## src/rtl/cond_logic_pkg.sv

```systemverilog
// cond_pkg: shared types and constants for the conditional-execution stage.
// Holds the ARM condition-code enum, the NZCV bit positions inside the flags
// word and the decoder flagW bit meanings.
package cond_pkg;

    typedef enum logic [3:0] {
        EQ = 4'h0,
        NE = 4'h1,
        CS = 4'h2,
        CC = 4'h3,
        MI = 4'h4,
        PL = 4'h5,
        VS = 4'h6,
        VC = 4'h7,
        HI = 4'h8,
        LS = 4'h9,
        GE = 4'hA,
        LT = 4'hB,
        GT = 4'hC,
        LE = 4'hD,
        AL = 4'hE,
        NV = 4'hF
    } cond_e;

    localparam int FLAG_N = 3;
    localparam int FLAG_Z = 2;
    localparam int FLAG_C = 1;
    localparam int FLAG_V = 0;

    localparam int FW_NZ = 1;
    localparam int FW_CV = 0;

endpackage

```

## src/rtl/cond_logic_if.sv

```systemverilog
// cond_logic_if: decoder-side bundle into the conditional-execution stage and
// the gated strobes / status coming back out. The decoder side is the master,
// cond_logic is the slave. CNT_W must match the cond_logic instance.
interface cond_logic_if #(parameter int CNT_W = 16);

    logic             instrValid;
    logic             stall;
    logic [3:0]       cond;
    logic [3:0]       aluFlags;
    logic [1:0]       flagW;
    logic             pcs;
    logic             regW;
    logic             memW;

    logic             pcSrc;
    logic             regWrite;
    logic             memWrite;
    logic             condEx;
    logic [3:0]       flags;
    logic             illegal;
    logic [CNT_W-1:0] squashCnt;

    modport master (
        output instrValid, stall, cond, aluFlags, flagW, pcs, regW, memW,
        input  pcSrc, regWrite, memWrite, condEx, flags, illegal, squashCnt
    );

    modport slave (
        input  instrValid, stall, cond, aluFlags, flagW, pcs, regW, memW,
        output pcSrc, regWrite, memWrite, condEx, flags, illegal, squashCnt
    );

endinterface

```

## src/rtl/cond_logic_cond_check.sv

```systemverilog
// cond_check: purely combinational evaluation of a 4-bit ARM cond field
// against an NZCV flags word. Code 4'hF is never a pass; it raises illegal.
module cond_check
    import cond_pkg::*;
(
    input  logic [3:0] cond,
    input  logic [3:0] flags,
    output logic       pass,
    output logic       illegal
);

    logic n;
    logic z;
    logic c;
    logic v;

    assign n = flags[FLAG_N];
    assign z = flags[FLAG_Z];
    assign c = flags[FLAG_C];
    assign v = flags[FLAG_V];

    // Decode the condition field into pass / illegal from the current flags
    always_comb begin
        pass    = 1'b0;
        illegal = 1'b0;
        case (cond_e'(cond))
            EQ: pass = z;
            NE: pass = ~z;
            CS: pass = c;
            CC: pass = ~c;
            MI: pass = n;
            PL: pass = ~n;
            VS: pass = v;
            VC: pass = ~v;
            HI: pass = c & ~z;
            LS: pass = ~c | z;
            GE: pass = (n == v);
            LT: pass = (n != v);
            GT: pass = ~z & (n == v);
            LE: pass = z | (n != v);
            AL: pass = 1'b1;
            NV: illegal = 1'b1;
            default: pass = 1'b0;
        endcase
    end

endmodule

```

## src/rtl/cond_logic.sv

```systemverilog
// cond_logic: ARMv4 conditional-execution stage sitting behind the decoders.
// Holds the NZCV flags register, evaluates the instruction cond field against
// the registered flags (no same-cycle bypass) and squashes the decoder's
// pcs/regW/memW strobes when the condition fails.
// Optional feature: define COND_STATS_EN to build the saturating squash
// counter; otherwise squashCnt is tied to zero.
module cond_logic
    import cond_pkg::*;
#(
    parameter int CNT_W = 16
) (
    input  logic         clk,
    input  logic         reset,
    cond_logic_if.slave  bus
);

    logic       go;
    logic       pass;
    logic       chkIllegal;
    logic       condEx;
    logic [3:0] flagsQ;

    assign go = bus.instrValid & ~bus.stall;

    cond_check uCheck (
        .cond    (bus.cond),
        .flags   (flagsQ),
        .pass    (pass),
        .illegal (chkIllegal)
    );

    assign condEx       = go & pass;
    assign bus.condEx   = condEx;
    assign bus.illegal  = go & chkIllegal;
    assign bus.pcSrc    = bus.pcs  & condEx;
    assign bus.regWrite = bus.regW & condEx;
    assign bus.memWrite = bus.memW & condEx;
    assign bus.flags    = flagsQ;

    // Flags register: NZ and CV fields are written independently, only by a passing instruction
    always_ff @(posedge clk) begin
        if (reset) begin
            flagsQ <= 4'b0000;
        end else begin
            if (condEx & bus.flagW[FW_NZ]) begin
                flagsQ[FLAG_N] <= bus.aluFlags[FLAG_N];
                flagsQ[FLAG_Z] <= bus.aluFlags[FLAG_Z];
            end
            if (condEx & bus.flagW[FW_CV]) begin
                flagsQ[FLAG_C] <= bus.aluFlags[FLAG_C];
                flagsQ[FLAG_V] <= bus.aluFlags[FLAG_V];
            end
        end
    end

`ifdef COND_STATS_EN
    localparam logic [CNT_W-1:0] CntOne = {{(CNT_W-1){1'b0}}, 1'b1};

    logic [CNT_W-1:0] squashQ;

    // Saturating count of valid, unstalled instructions that failed a legal condition
    always_ff @(posedge clk) begin
        if (reset) begin
            squashQ <= '0;
        end else if (go & ~pass & ~chkIllegal & (squashQ != '1)) begin
            squashQ <= squashQ + CntOne;
        end
    end

    assign bus.squashCnt = squashQ;
`else
    logic [CNT_W-1:0] squashZero;

    assign squashZero    = '0;
    assign bus.squashCnt = squashZero;
`endif

endmodule

```

## src/flat_wrapper.sv

```systemverilog
// flat-port wrapper written by rule: the top's interface ports become plain ports
module cond_logic_flat import cond_pkg::*;
#(
    parameter int CNT_W = 16
)
  (clk, reset, bus_instrValid, bus_stall, bus_cond, bus_aluFlags, bus_flagW, bus_pcs, bus_regW, bus_memW, bus_pcSrc, bus_regWrite, bus_memWrite, bus_condEx, bus_flags, bus_illegal, bus_squashCnt);
  cond_logic_if #(.CNT_W(CNT_W)) bus_i ();
  input  logic clk;
  input  logic reset;
  input wire logic [$bits(bus_i.instrValid)-1:0] bus_instrValid;
  input wire logic [$bits(bus_i.stall)-1:0] bus_stall;
  input wire logic [$bits(bus_i.cond)-1:0] bus_cond;
  input wire logic [$bits(bus_i.aluFlags)-1:0] bus_aluFlags;
  input wire logic [$bits(bus_i.flagW)-1:0] bus_flagW;
  input wire logic [$bits(bus_i.pcs)-1:0] bus_pcs;
  input wire logic [$bits(bus_i.regW)-1:0] bus_regW;
  input wire logic [$bits(bus_i.memW)-1:0] bus_memW;
  output wire logic [$bits(bus_i.pcSrc)-1:0] bus_pcSrc;
  output wire logic [$bits(bus_i.regWrite)-1:0] bus_regWrite;
  output wire logic [$bits(bus_i.memWrite)-1:0] bus_memWrite;
  output wire logic [$bits(bus_i.condEx)-1:0] bus_condEx;
  output wire logic [$bits(bus_i.flags)-1:0] bus_flags;
  output wire logic [$bits(bus_i.illegal)-1:0] bus_illegal;
  output wire logic [$bits(bus_i.squashCnt)-1:0] bus_squashCnt;
  assign bus_i.instrValid = bus_instrValid;
  assign bus_i.stall = bus_stall;
  assign bus_i.cond = bus_cond;
  assign bus_i.aluFlags = bus_aluFlags;
  assign bus_i.flagW = bus_flagW;
  assign bus_i.pcs = bus_pcs;
  assign bus_i.regW = bus_regW;
  assign bus_i.memW = bus_memW;
  assign bus_pcSrc = bus_i.pcSrc;
  assign bus_regWrite = bus_i.regWrite;
  assign bus_memWrite = bus_i.memWrite;
  assign bus_condEx = bus_i.condEx;
  assign bus_flags = bus_i.flags;
  assign bus_illegal = bus_i.illegal;
  assign bus_squashCnt = bus_i.squashCnt;
  cond_logic #(.CNT_W(CNT_W)) u_core (.clk(clk), .reset(reset), .bus(bus_i));
endmodule
```

## config.mk

```make
export PLATFORM = sky130hd
export DESIGN_NAME = cond_logic_flat
export DESIGN_NICKNAME = d
export VERILOG_FILES = /design/src/rtl/cond_logic_pkg.sv /design/src/rtl/cond_logic_if.sv /design/src/rtl/cond_logic_cond_check.sv /design/src/rtl/cond_logic.sv /design/src/flat_wrapper.sv
export SDC_FILE = /design/constraint.sdc
export NUM_CORES = 1
export LEC_CHECK = 0
export CORE_AREA = 2 2 39 41
export CTS_BUF_LIST = sky130_fd_sc_hd__clkbuf_2 sky130_fd_sc_hd__clkbuf_4 sky130_fd_sc_hd__clkbuf_8
export CTS_CLUSTER_SIZE = 20
export DETAILED_ROUTE_END_ITERATION = 10
export DIE_AREA = 0 0 41 43
export DONT_BUFFER_PORTS = 1
export PLACE_DENSITY_LB_ADDON = 0.1
export SLEW_MARGIN = 20
export SYNTH_ARGS = -nofsm -noshare
export SYNTH_HDL_FRONTEND = slang
export SYNTH_HIERARCHICAL = 1
export SYNTH_SLANG_ARGS = --single-unit
export TNS_END_PERCENT = 100
```

## constraint.sdc

```tcl
create_clock -name clk -period 2.3 [get_ports clk]
set_input_delay 0 -clock clk [delete_from_list [all_inputs] [get_ports clk]]
set_output_delay 0 -clock clk [all_outputs]
set_load 0.01 [all_outputs]
```

======== Yosys cells after proc, flatten, opt, wreduce, memory -nomap -nowiden ========
Cells that the tools add are included.
word-level totals
  output and inout port bits .............. 25
  bits in registers ....................... 4
cells by class
  reductions and logical operators ........ 1
  muxes and demuxes ....................... 2
  equal/unequal tests ..................... 17
  bitwise gates (word level) .............. 17
operators by type and width
  operator                                             count
  equality test 4 bit, second input constant           8
  equality test 4 x 3 -> 1 bit, second input constant  4
  one-hot mux 1 bit (15 select lines)                  1
  bitwise AND 1 bit                                    10
  equality test 4 x 2 -> 1 bit, second input constant  2
  NOT 1 bit                                            5
  equality test 4 x 1 -> 1 bit, second input constant  1
  logical NOT 4 bit                                    1
  OR 1 bit                                             2
  equality test 1 bit                                  1
  two-way mux 1 bit                                    1
  != test 1 bit                                        1

======== Depth between registers and ports, before layout ========
  depth in word-level cells ............... 5
  mapped depth ............................ 7
  depth with buffers taken out ............ 6

======== Hierarchy ========
Netlist, hierarchy kept.
modules (own cells, without submodules)
  module      instances  area each (µm²)  cells an instance
  cond_logic  1          352.8            40
  cond_check  1          202.7            30

======== Worst setup path before layout ========
Ideal clock, no wire load.
  kind .................................... reg-to-reg
  start ................................... register u_core.flagsQ[3], in the netlist u_core/bus.flags[3]
  end ..................................... register u_core.flagsQ[0], in the netlist u_core/bus.flags[0]
  clock period less this slack ............ 1.743 ns
  slack ................................... 0.557 ns
  data required time ...................... 2.180 ns
  cell stages (with the launch flop) ...... 7
  data arrival time ....................... 1.623 ns
  path through ............................ dfxtp_1 xnor2_2 o22ai_1 a211o_1 a211o_1 and4b_1 mux2i_1
between the ends
  longest elaborated chain between the ends .. 5
  elaborated cells between the ends (all ways) .. 8
  classes of those cells .................. eq/ne (2); mux (1); bitwise (5)
ends and longest elaborated chain
  item                                                  RTL line                                                  source
  from (decl)                                           cond_logic.sv:21                                          logic [3:0] flagsQ;
  from (signal, indexed assignment)                     cond_logic.sv:46                                          flagsQ[FLAG_N] <= bus.aluFlags[FLAG_N];
  from (signal, indexed assignment)                     cond_logic.sv:47                                          flagsQ[FLAG_Z] <= bus.aluFlags[FLAG_Z];
  from (signal, indexed assignment)                     cond_logic.sv:50                                          flagsQ[FLAG_C] <= bus.aluFlags[FLAG_C];
  != test 1 bit or equality test 1 bit (tied branches)  --
  OR 1 bit or bitwise AND 1 bit (tied branches)         cond_logic_cond_check.sv:40, cond_logic_cond_check.sv:39
  one-hot mux 1 bit (15 select lines) *                 cond_logic_cond_check.sv:26                               case (cond_e'(cond))
  net u_core.pass                                       cond_logic.sv:18                                          logic pass;
  bitwise AND 1 bit *                                   cond_logic.sv:32                                          assign condEx = go & pass;
  bitwise AND 1 bit *                                   cond_logic.sv:49                                          if (condEx & bus.flagW[FW_CV]) begin
Mark *: on every way through the listed nets, which the timed path passes. The rest lies on a longest branch.
A chain may end at the register's enable or synchronous reset.

======== Final worst setup path ========
  start ................................... register u_core.flagsQ[3], in the netlist u_core/bus.flags[3]
  end ..................................... output port bus_regWrite
between the ends
  longest elaborated chain between the ends .. 5
  elaborated cells between the ends (all ways) .. 8
  classes of those cells .................. eq/ne (2); mux (1); bitwise (5)
ends and longest elaborated chain
  item                                                  RTL line                                                  source
  != test 1 bit or equality test 1 bit (tied branches)  --
  OR 1 bit or bitwise AND 1 bit (tied branches)         cond_logic_cond_check.sv:40, cond_logic_cond_check.sv:39
  one-hot mux 1 bit (15 select lines) *                 cond_logic_cond_check.sv:26
  net u_core.pass                                       cond_logic.sv:18
  bitwise AND 1 bit *                                   cond_logic.sv:32
  net bus_condEx                                        flat_wrapper.sv:21                                        output wire logic [$bits(bus_i.condEx)-1:0] bus_condEx;
  bitwise AND 1 bit *                                   cond_logic.sv:36                                          assign bus.regWrite = bus.regW & condEx;
  to (decl)                                             flat_wrapper.sv:19                                        output wire logic [$bits(bus_i.regWrite)-1:0] bus_regWrite;
Marked as above.

==> results_dict.tcl <==
set metrics [dict create \
    synth_cell_type_count 26 \
    r2r_cells 6 \
    setup_viol 0 \
    grt_use_total_pct 13.3 \
    wl_met3_um 64 \
    instances_no_fill 96 \
    largest_reg_flops 4 \
    critPathLaunch "u_core/bus.flags[3]" \
    rr_endpoint "u_core/bus.flags[0]" \
    cp-start-kind "register" \
    max_freq_ghz 0.475 \
    crit_slowest_cell "dfxtp_1" \
    cpPeakStageDelay_ns 0.53 \
    ios 42 \
    hold_viol_final 0 \
    grt_max_degree 10 \
    crit_fanout 7 \
    p_leak_nw 0.264 \
    drv_slew 0 \
    crit_type "reg2out" \
    critPathRequiredTime_ns 2.30 \
    wl_met1_um 383 \
    top_layer_used "met3" \
    rsz0062_at_grt "no" \
    fin_crit_ns 2.11 \
    crit_family "compound AO/OA/AOI/OAI gates" \
    synth_enable_flop_cells 0 \
    ys.flop_type "dfxtp_1" \
    skew_ns 0.000285 \
    cts.repair.resized 0 \
    cts_tree "done" \
    drc 0 \
    io_buffers 0 \
    die_w_um 41 \
    reg2reg_from "u_core/bus.flags[3]" \
    cts_buffers 3 \
    vias 463 \
    drt_iter0_markers 2 \
    synthArstFlopShare_pct 0 \
    place_area_um2 509 \
    syn_inst 70 \
    hp-start "bus_instrValid" \
    syn_area_um2 556 \
    cts.sink_count 4 \
    cp_common_cell "a211o_1" \
    min_to "u_core/bus.flags[1]" \
    h-tree-depth 1 \
    synth_most_common_cell "buf_4" \
    p_per_area_nw_per_um2 359 \
    yosysWarnings 6 \
    end_kind "output port" \
    wirelength_um 1080 \
    nFillCells 149 \
    outcome "complete, no violations" \
    wl_met2_um 630 \
    core_um2 1380 \
    wl_per_cell_um 11.2 \
    peakVddDrop_v 0.000226 \
    cts.clk_slew.worst_paths_ns 0.04 \
    synth.yosys.seq_area_share_pct 14.4 \
    cts_root_buf "clkbuf_4" \
    clk_latency_ns 0.23 \
    grt_pass1_wl_um 1650 \
    hold_class "in2reg" \
    die_h_um 43 \
    crit_path_cell_trace "xnor2_2 > o22ai_1 > a211o_1 > a211o_1 > and3b_2 > and2_1" \
    num_antenna_cells 0 \
    antenna_found_initial 0 \
    worstPathArrival_ns 2.11 \
    fin_area_um2 622 \
    maxCapViolations 0 \
    num_rows 14 \
    grt-ovfl-total 0 \
    drive_gt1_share_pct 10.0 \
    synth_top_area_share_pct 21.6 \
    synth.area.top_cells "buf_4 (22%), dfxtp_1 (14%), nand2b_1 (11%)" \
    post-route-period-util_pct 91.6 \
    fin_nets 99 \
    r2r_slack_ns 0.40 \
    synth_seq_cells 4 \
    syn_to_final_growth_pct 11.9 \
    first_pass_iters 3 \
    cts_setup_buffers 0 \
    postSynthAreaPerCell_um2 7.94 \
    fin_setup_tns_ns 0 \
    ys_top_cells_by_count "buf_4 (16), nand2b_1 (10), dfxtp_1 (4), mux2i_1 (4)" \
    grt_pass1_vias 445 \
    die-area_um2 1760 \
    place_inst 84 \
    viasPerCell 4.82 \
    gp_congestion 0.614 \
    dp_hpwl_um 808 \
    postRouteAntennaNets 0 \
    clockBufferDepth 2 \
    yosysTopAreaCell "buf_4" \
    min_delay_path_depth 2 \
    critical_path_buf_inv_count 0 \
    start_util_pct 40.1 \
]
[cell usage in the layout, fill, tap and decap left out, drive strengths merged, types with 2 or more instances in the layout]
master,instances
o211ai,2
a211o,2
and2,3
nor3,2
dlygate4sd3,9
and3b,3
conb,16
and4b,2
clkbuf,3
dfxtp,4
nand2b,10
mux2i,4
nand2,3
nor2,3
a21oi,3
[where the power goes]
group          leakage (nW)  switching [mW]  internal (mW)
logic                 0.217          0.0311         0.0319
clock network        0.0138          0.0266         0.0582
registers            0.0324         0.00346         0.0717
[worst max path at each step]
stage,to,slack (ns),depth (start not counted)
finish,bus_regWrite,0.19,6
global route,bus_memWrite,0.1,6
CTS,bus_regWrite,0.19,6
detailed placement,u_core/bus.flags[3],0.41,6
global placement,u_core/bus.flags[3],0.39,6
floorplan,u_core/bus.flags[0],0.56,6
[metal layers]
layer  global-route usage, %  up-vias
li1                        -      234
met3                    3.66        0
met2                    25.6       17
met5                       0        -
met4                    4.00        0
met1                    11.9      212
[through the flow]
| stage | hold WS [ns] | utilization, % | worst slack, ns | power, mW |
|---|---|---|---|---|
| floorplan | 0.144 | - | 0.557 | 0.145 |
| global placement | 0.150 | 36.8 | 0.393 | 0.126 |
| detailed placement | 0.148 | 36.8 | 0.405 | 0.126 |
| CTS | 0.128 | 44.9 | 0.190 | 0.225 |
| global route | 0.131 | 44.9 | 0.0978 | 0.238 |
| finish | 0.125 | 44.9 | 0.194 | 0.223 |
[cell type report]
class | count | area, um2 | area share, %
Sequential cell | 4 | 80.1 | 12.9
Multi-Input combinational cell | 63 | 402 | 64.6
Clock buffer | 3 | 22.5 | 3.62
Timing Repair Buffer | 10 | 97.6 | 15.7
Tap cell | 16 | 20.0 | 3.22
[worst register-to-register path: stages (launching register included)]
cell and delay (ns):
dfxtp_1 0.53, xnor2_2 0.19, o22ai_1 0.12, a211o_1 0.30, a211o_1 0.29, and4b_1 0.23, mux2i_1 0.13
[repair_timing]
item	4_1_cts	5_1_grt
endpoints found under the hold margin	4	0
setup endpoints to repair	0	0
hold buffers	9	0
[logic make-up after synthesis]
logic type	share of synthesized area (%)
simple gates	33.1
mux	9.91
compound gates	14.0
flops	14.4
buf+inv	23.4
xor+xnor	4.51
other cells	0.675
(Power assumes the default switching activity.)
